**src/rtl/hilo_div_ctrl_if.sv**
```systemverilog
// ---------------------------------------------------------------------------
// hilo_div_ctrl_if : start/result handshake between HI/LO control and divider
// Revision: 1.0
// ---------------------------------------------------------------------------
`default_nettype none

interface hilo_div_ctrl_if #(
  parameter int WIDTH = 32
);
  logic             div_in_valid;
  logic [WIDTH-1:0] div_dividend;
  logic [WIDTH-1:0] div_divisor;
  logic [WIDTH-1:0] div_quotient;
  logic [WIDTH-1:0] div_remainder;
  logic             div_out_valid;

  modport master (
    output div_in_valid, div_dividend, div_divisor,
    input  div_quotient, div_remainder, div_out_valid
  );

  modport slave (
    input  div_in_valid, div_dividend, div_divisor,
    output div_quotient, div_remainder, div_out_valid
  );
endinterface

`default_nettype wire

```
**src/rtl/hilo_div_ctrl.sv**
```systemverilog
// ---------------------------------------------------------------------------
// hilo_div_ctrl : EX-stage HI/LO sequencer with signed fix-up around an unsigned divider
// Revision: 1.0
// ---------------------------------------------------------------------------
`default_nettype none

module hilo_div_ctrl #(
  parameter int WIDTH = 32
) (
  input  logic              clk,
  input  logic              rst_n,
  input  logic              op_valid,
  input  logic [2:0]        op_code,
  input  logic [WIDTH-1:0]  rs_data,
  input  logic [WIDTH-1:0]  rt_data,
  input  logic              flush,
  output logic              stall,
  output logic [WIDTH-1:0]  rd_data,
  output logic              rd_valid,
  output logic              div_zero,
  output logic [WIDTH-1:0]  hi,
  output logic [WIDTH-1:0]  lo,
  hilo_div_ctrl_if.master   div
);

  localparam logic [2:0] c_OP_DIV  = 3'd0;
  localparam logic [2:0] c_OP_DIVU = 3'd1;
  localparam logic [2:0] c_OP_MTHI = 3'd2;
  localparam logic [2:0] c_OP_MTLO = 3'd3;
  localparam logic [2:0] c_OP_MFHI = 3'd4;
  localparam logic [2:0] c_OP_MFLO = 3'd5;

  typedef enum logic [2:0] {
    ST_IDLE  = 3'd0,
    ST_ISSUE = 3'd1,
    ST_WAIT  = 3'd2,
    ST_WRITE = 3'd3,
    ST_DRAIN = 3'd4
  } state_t;

  state_t r_state;
  state_t w_next;

  logic [WIDTH-1:0] r_dividend;
  logic [WIDTH-1:0] r_divisor;
  logic [WIDTH-1:0] r_q;
  logic [WIDTH-1:0] r_r;
  logic             r_neg_q;
  logic             r_neg_r;

  logic             w_busy;
  logic             w_hilo_op;
  logic             w_accept;
  logic             w_is_div;
  logic             w_rt_zero;
  logic             w_start;
  logic             w_rs_neg;
  logic             w_rt_neg;
  logic [WIDTH-1:0] w_rs_mag;
  logic [WIDTH-1:0] w_rt_mag;

  assign w_busy    = (r_state != ST_IDLE);
  assign w_hilo_op = (op_code <= c_OP_MFLO);
  assign stall     = op_valid & w_hilo_op & w_busy;
  // flush outranks acceptance so a squashed op never touches HI/LO
  assign w_accept  = op_valid & w_hilo_op & ~w_busy & ~flush;
  assign w_is_div  = (op_code == c_OP_DIV) | (op_code == c_OP_DIVU);
  assign w_rt_zero = (rt_data == '0);
  assign w_start   = w_accept & w_is_div & ~w_rt_zero;
  assign div_zero  = w_accept & w_is_div & w_rt_zero;

  // DIVU leaves both sign flags clear, so the magnitudes are the raw operands
  assign w_rs_neg  = (op_code == c_OP_DIV) & rs_data[WIDTH-1];
  assign w_rt_neg  = (op_code == c_OP_DIV) & rt_data[WIDTH-1];
  assign w_rs_mag  = w_rs_neg ? (-rs_data) : rs_data;
  assign w_rt_mag  = w_rt_neg ? (-rt_data) : rt_data;

  assign div.div_in_valid = (r_state == ST_ISSUE);
  assign div.div_dividend = r_dividend;
  assign div.div_divisor  = r_divisor;

  always_ff @(posedge clk or negedge rst_n) begin
    if (!rst_n) begin
      r_state <= ST_IDLE;
    end else begin
      r_state <= w_next;
    end
  end

  always_comb begin
    w_next = r_state;
    case (r_state)
      ST_IDLE:  if (w_start) w_next = ST_ISSUE;
      ST_ISSUE: w_next = flush ? ST_DRAIN : ST_WAIT;
      ST_WAIT: begin
        // a result arriving with the flush is already drained
        if (flush)              w_next = div.div_out_valid ? ST_IDLE : ST_DRAIN;
        else if (div.div_out_valid) w_next = ST_WRITE;
      end
      ST_WRITE: w_next = ST_IDLE;
      ST_DRAIN: if (div.div_out_valid) w_next = ST_IDLE;
      default:  w_next = ST_IDLE;
    endcase
  end

  always_ff @(posedge clk or negedge rst_n) begin
    if (!rst_n) begin
      hi         <= '0;
      lo         <= '0;
      rd_data    <= '0;
      rd_valid   <= 1'b0;
      r_dividend <= '0;
      r_divisor  <= '0;
      r_q        <= '0;
      r_r        <= '0;
      r_neg_q    <= 1'b0;
      r_neg_r    <= 1'b0;
    end else begin
      rd_valid <= 1'b0;

      if (w_start) begin
        r_dividend <= w_rs_mag;
        r_divisor  <= w_rt_mag;
        r_neg_q    <= w_rs_neg ^ w_rt_neg;
        r_neg_r    <= w_rs_neg;
      end

      if ((r_state == ST_WAIT) && div.div_out_valid && !flush) begin
        r_q <= div.div_quotient;
        r_r <= div.div_remainder;
      end

      if (r_state == ST_WRITE) begin
        lo <= r_neg_q ? (-r_q) : r_q;
        hi <= r_neg_r ? (-r_r) : r_r;
      end

      if (w_accept) begin
        case (op_code)
          c_OP_DIV, c_OP_DIVU: begin
            if (w_rt_zero) begin
              hi <= rs_data;
              lo <= '1;
            end
          end
          c_OP_MTHI: hi <= rs_data;
          c_OP_MTLO: lo <= rs_data;
          c_OP_MFHI: begin
            rd_data  <= hi;
            rd_valid <= 1'b1;
          end
          c_OP_MFLO: begin
            rd_data  <= lo;
            rd_valid <= 1'b1;
          end
          default: ;
        endcase
      end
    end
  end

endmodule

`default_nettype wire

```
**src/flat_wrapper.sv**
```systemverilog
// flat-port wrapper written by rule: the top's interface ports become plain ports
module hilo_div_ctrl_flat 
#(
  parameter int WIDTH = 32
)
  (clk, rst_n, op_valid, op_code, rs_data, rt_data, flush, stall, rd_data, rd_valid, div_zero, hi, lo, div_div_in_valid, div_div_dividend, div_div_divisor, div_div_quotient, div_div_remainder, div_div_out_valid);
  hilo_div_ctrl_if #(.WIDTH(WIDTH)) div_i ();
  input  logic clk;
  input  logic rst_n;
  input  logic op_valid;
  input  logic [2:0] op_code;
  input  logic [WIDTH-1:0] rs_data;
  input  logic [WIDTH-1:0] rt_data;
  input  logic flush;
  output logic stall;
  output logic [WIDTH-1:0] rd_data;
  output logic rd_valid;
  output logic div_zero;
  output logic [WIDTH-1:0] hi;
  output logic [WIDTH-1:0] lo;
  output wire logic [$bits(div_i.div_in_valid)-1:0] div_div_in_valid;
  output wire logic [$bits(div_i.div_dividend)-1:0] div_div_dividend;
  output wire logic [$bits(div_i.div_divisor)-1:0] div_div_divisor;
  input wire logic [$bits(div_i.div_quotient)-1:0] div_div_quotient;
  input wire logic [$bits(div_i.div_remainder)-1:0] div_div_remainder;
  input wire logic [$bits(div_i.div_out_valid)-1:0] div_div_out_valid;
  assign div_div_in_valid = div_i.div_in_valid;
  assign div_div_dividend = div_i.div_dividend;
  assign div_div_divisor = div_i.div_divisor;
  assign div_i.div_quotient = div_div_quotient;
  assign div_i.div_remainder = div_div_remainder;
  assign div_i.div_out_valid = div_div_out_valid;
  hilo_div_ctrl #(.WIDTH(WIDTH)) u_core (.clk(clk), .rst_n(rst_n), .op_valid(op_valid), .op_code(op_code), .rs_data(rs_data), .rt_data(rt_data), .flush(flush), .stall(stall), .rd_data(rd_data), .rd_valid(rd_valid), .div_zero(div_zero), .hi(hi), .lo(lo), .div(div_i));
endmodule
```
**config.mk**
```make
export PLATFORM = sky130hd
export DESIGN_NAME = hilo_div_ctrl_flat
export DESIGN_NICKNAME = d
export VERILOG_FILES = /design/src/rtl/hilo_div_ctrl_if.sv /design/src/rtl/hilo_div_ctrl.sv /design/src/flat_wrapper.sv
export SDC_FILE = /design/constraint.sdc
export NUM_CORES = 1
export LEC_CHECK = 0
export CORE_MARGIN = 3
export CORE_UTILIZATION = 45
export DETAILED_ROUTE_END_ITERATION = 6
export GPL_TIMING_DRIVEN = 0
export PLACE_DENSITY = 0.77
export SLEW_MARGIN = 20
export SYNTH_ARGS = -nofsm -noshare
export SYNTH_HDL_FRONTEND = slang
export SYNTH_SLANG_ARGS = --single-unit
```
**constraint.sdc**
```tcl
create_clock -name clk -period 3.05 [get_ports clk]
set_clock_uncertainty 0.15 [all_clocks]
set_input_delay 0.61 -clock clk [delete_from_list [all_inputs] [get_ports clk]]
set_output_delay 0.61 -clock clk [all_outputs]
set_load 0.05 [all_outputs]
```
==> reports/results.txt <==
DR vias/cell: 5.88
Nets: 1,752
Post-Syn Area: 12,200 um^2
Busiest layer in global routing: met2
Initial antenna violation count: 2
Nature of the critical path startpoint: primary input
Clock Pin Slew Worst Setup and Hold Paths: 60 ps
GP Congestion: 0.965
Vias in the first global route: 11,300
WP data required: 2290 ps
Fmax: 0.329 GHz
Fin crit period: 3040 ps
Leakage: 7.02 nW
Skew-Pair Late Insertion Delay: 530 ps
Slew HR: 0.280
DRC errors left: 4
Global Route Usage Sum: 0.300
Post-DRT Antenna Nets: 0
Core area: 26,400 um^2
Max IR drop VDD: 0.503 mV
#FFs+latches synth: 230
CP Capture Type: output port
GR Layer Usage met3: 0.0702
CTS Buffer Depth: 3
WL final: 44,700 um
Post-synthesis net count: 1,410
TritonCTS Buffers: 25
Die Y-Extent: 171 um
Grt total ovfl: 0
RSZ-0062 raised after global routing: true
Pins over their slew limit: 0
Final WS setup: 10.9 ps
Largest area contributor in the netlist: dfrtp_1
Die area: 29,100 um^2
Clock sinks: 230
GR Layer Usage met1: 0.397
Most common cell after layout, fill and taps aside: clkdlybuf4s50_1
M2 GR Usage: 0.478
Pin count of the biggest net entering global routing: 70
Async SR Flop Fraction: 1.00
Slew at the pin closest to its max-slew limit: 1080 ps
Post-Syn Instances: 1,270
Main area contributors after synthesis: dfrtp_1 (47%), o21ai_0 (6.9%), nand2_1 (5.7%), mux2_2 (5.4%), xnor2_1 (4.7%)
Failing checks: design-rule violations
Post-synth top area share: 0.472
Width of the die: 171 um
Initial Utilization: 0.463
Syn-to-layout area delta: 37.5%
Hold Crit Class: primary input to register
Mean Syn Cell Area: 9.61 um^2
Sequential fraction of the synthesis area: 0.472
Cells after DPL: 1,906
Max cap viols: 0
First-pass DRT Iterations: 7
Final setup fails: 0
Power Density: 887 nW/um^2
Count of cell types in the netlist: 60
CP arrival: 2280 ps
CTS tree: yes
Outcome: finished, violations left
DP HPWL: 34,200 um
CTS root buf: clkbuf_16
CP max FO: 5
Cell Count, Final, Fillers Out: 1,966
# rows: 59
Synth Flop Type: dfrtp_1
Layout cells sized above 1: 0.110
Most frequent cells in the layout: clkdlybuf4s50_1 (274), dfrtp_1 (228), nand2_1 (186), o21ai_0 (169), clkbuf_1 (68)
Number of enable-type register cells in the synthesized netlist: 0
First-pass GRT wire length: 67,300 um
Drt wl/cell: 22.7 um
Part of the cycle the worst path needs: 0.996
Htree depth: 1
Synth Warn #: 0
Final Hold Vio Count: 0
Total number of vias: 11,600
Dpl ws: -1590 ps
Initial DRC count: 1,221
Io pins: 300
PortBufs: 298
Crit path kind: primary input to output port
[repair_timing]
action / CTS / global route
endpoints found under the hold margin: 44 / 0
endpoints found under the setup margin: 108 / 84
gates resized for setup: 58 / 28
pin swaps: 8 / 8
buffers inserted: 11 / 4
hold buffers: 1 / 0
[worst max-delay path: stages]
cell	delay, ps
buf_4	140
or4_4	510
nor4b_4	360
and3_4	280
nand3_4	100
clkinvlp_4	130
buf_8	160
[state kept, by name, summed over array words and instances, names as in the netlist]
name,count
u_core.div.div_dividend,32
u_core.r_state,3
u_core.r_r,32
u_core.rd_data,32
u_core.hi,32
u_core.div.div_divisor,32
u_core.lo,32
u_core.rd_valid,1
u_core.r_neg_r,1
u_core.r_neg_q,1
u_core.r_q,32
[metal layers]
layer	up-vias	share of wire
li1	5228	-
met1	5599	0.39
met2	616	0.46
met3	117	0.10
met4	2	0.046
met5	-	0.00029
[metrics by stage]
| step | setup TNS, ps | instance area [um^2] | total power, W | hold WS [ps] | util |
|---|---|---|---|---|---|
| 2_1_floorplan | 0 | 12200 | 0.00900 | 164 | - |
| 3_3_place_gp | -2086550 | 15600 | 0.0116 | 312 | 0.592 |
| 3_5_place_dp | -125240 | 15700 | 0.0117 | 321 | 0.595 |
| 4_1_cts | 0 | 16700 | 0.0149 | 258 | 0.632 |
| 5_1_grt | -357 | 16800 | 0.0155 | 266 | 0.637 |
| 6_report | 0 | 16800 | 0.0149 | 269 | 0.637 |
[final timing paths]
check / start / end / slack [ps] / cells after the start
max: rt_data[6] / div_zero / 10 / 7
min: rt_data[6] / u_core.div.div_divisor[6]$_DFFE_PN0P_ / 270 / 3
max reg2reg: u_core.r_q[0]$_DFFE_PN0P_ / u_core.lo[30]$_DFF_PN0_ / 80 / 8
min reg2reg: u_core.div.div_dividend[12]$_DFFE_PN0P_ / u_core.div.div_dividend[12]$_DFFE_PN0P_ / 320 / 2
max in group asynchronous: rst_n / u_core.div.div_dividend[10]$_DFFE_PN0P_ / 1300 / 4
min in group asynchronous: rst_n / u_core.rd_data[24]$_DFFE_PN0P_ / 410 / 2
[Yosys cell counts (3+ instances only)]
library cell / instances
dfrtp_1: 230
nand2_1: 186
o21ai_0: 169
clkbuf_1: 66
xnor2_1: 65
mux2_2: 58
nor2_1: 57
mux2i_1: 55
a21oi_1: 48
xor2_1: 40
nor3_1: 28
o31ai_1: 24
or3_1: 20
inv_1: 19
o211ai_1: 17
or4_1: 17
nand2b_1: 14
o41ai_1: 13
a31oi_1: 11
buf_2: 11
nand4_1: 9
nor4_1: 9
nor3b_1: 8
nand3_1: 7
a222oi_1: 6
a22oi_1: 6
nor2b_1: 6
a221oi_1: 5
and3_1: 5
o221ai_1: 5
or2_2: 5
buf_1: 4
ha_1: 4
nand3b_1: 4
a211o_1: 3
a211oi_1: 3
o31a_1: 3
or4_4: 3
[final cells by class]
class	instances	area [um^2]
antenna	1	2.50
buffer	80	324
clock buffer	35	703
clock inverter	10	129
fill	2200	9570
inverter	19	75.1
multi-input combinational	939	6180
sequential	230	5760
tap	335	419
timing repair buffer	317	3190
[cell families (layout without fill, tap and decap cells)]
group	after synthesis	count (layout)	synth area share
adders and majority gates	4	4	0.00410
other	0	1	0
DFF	230	230	0.472
buffers and inverters	101	461	0.0328
AOI/OAI and AO/OA	324	324	0.159
muxes	113	113	0.0987
xor gates and xnor gates	105	105	0.0754
and+or+nand+nor	393	393	0.158
[power breakdown]
group          leakage [nW]  switching, W  internal, W
Combinational          3.73       0.00431      0.00235
Clock                 0.414       0.00127      0.00186
Sequential             2.88       0.00106      0.00405
Note: power is estimated with default switching activity, not from simulation.
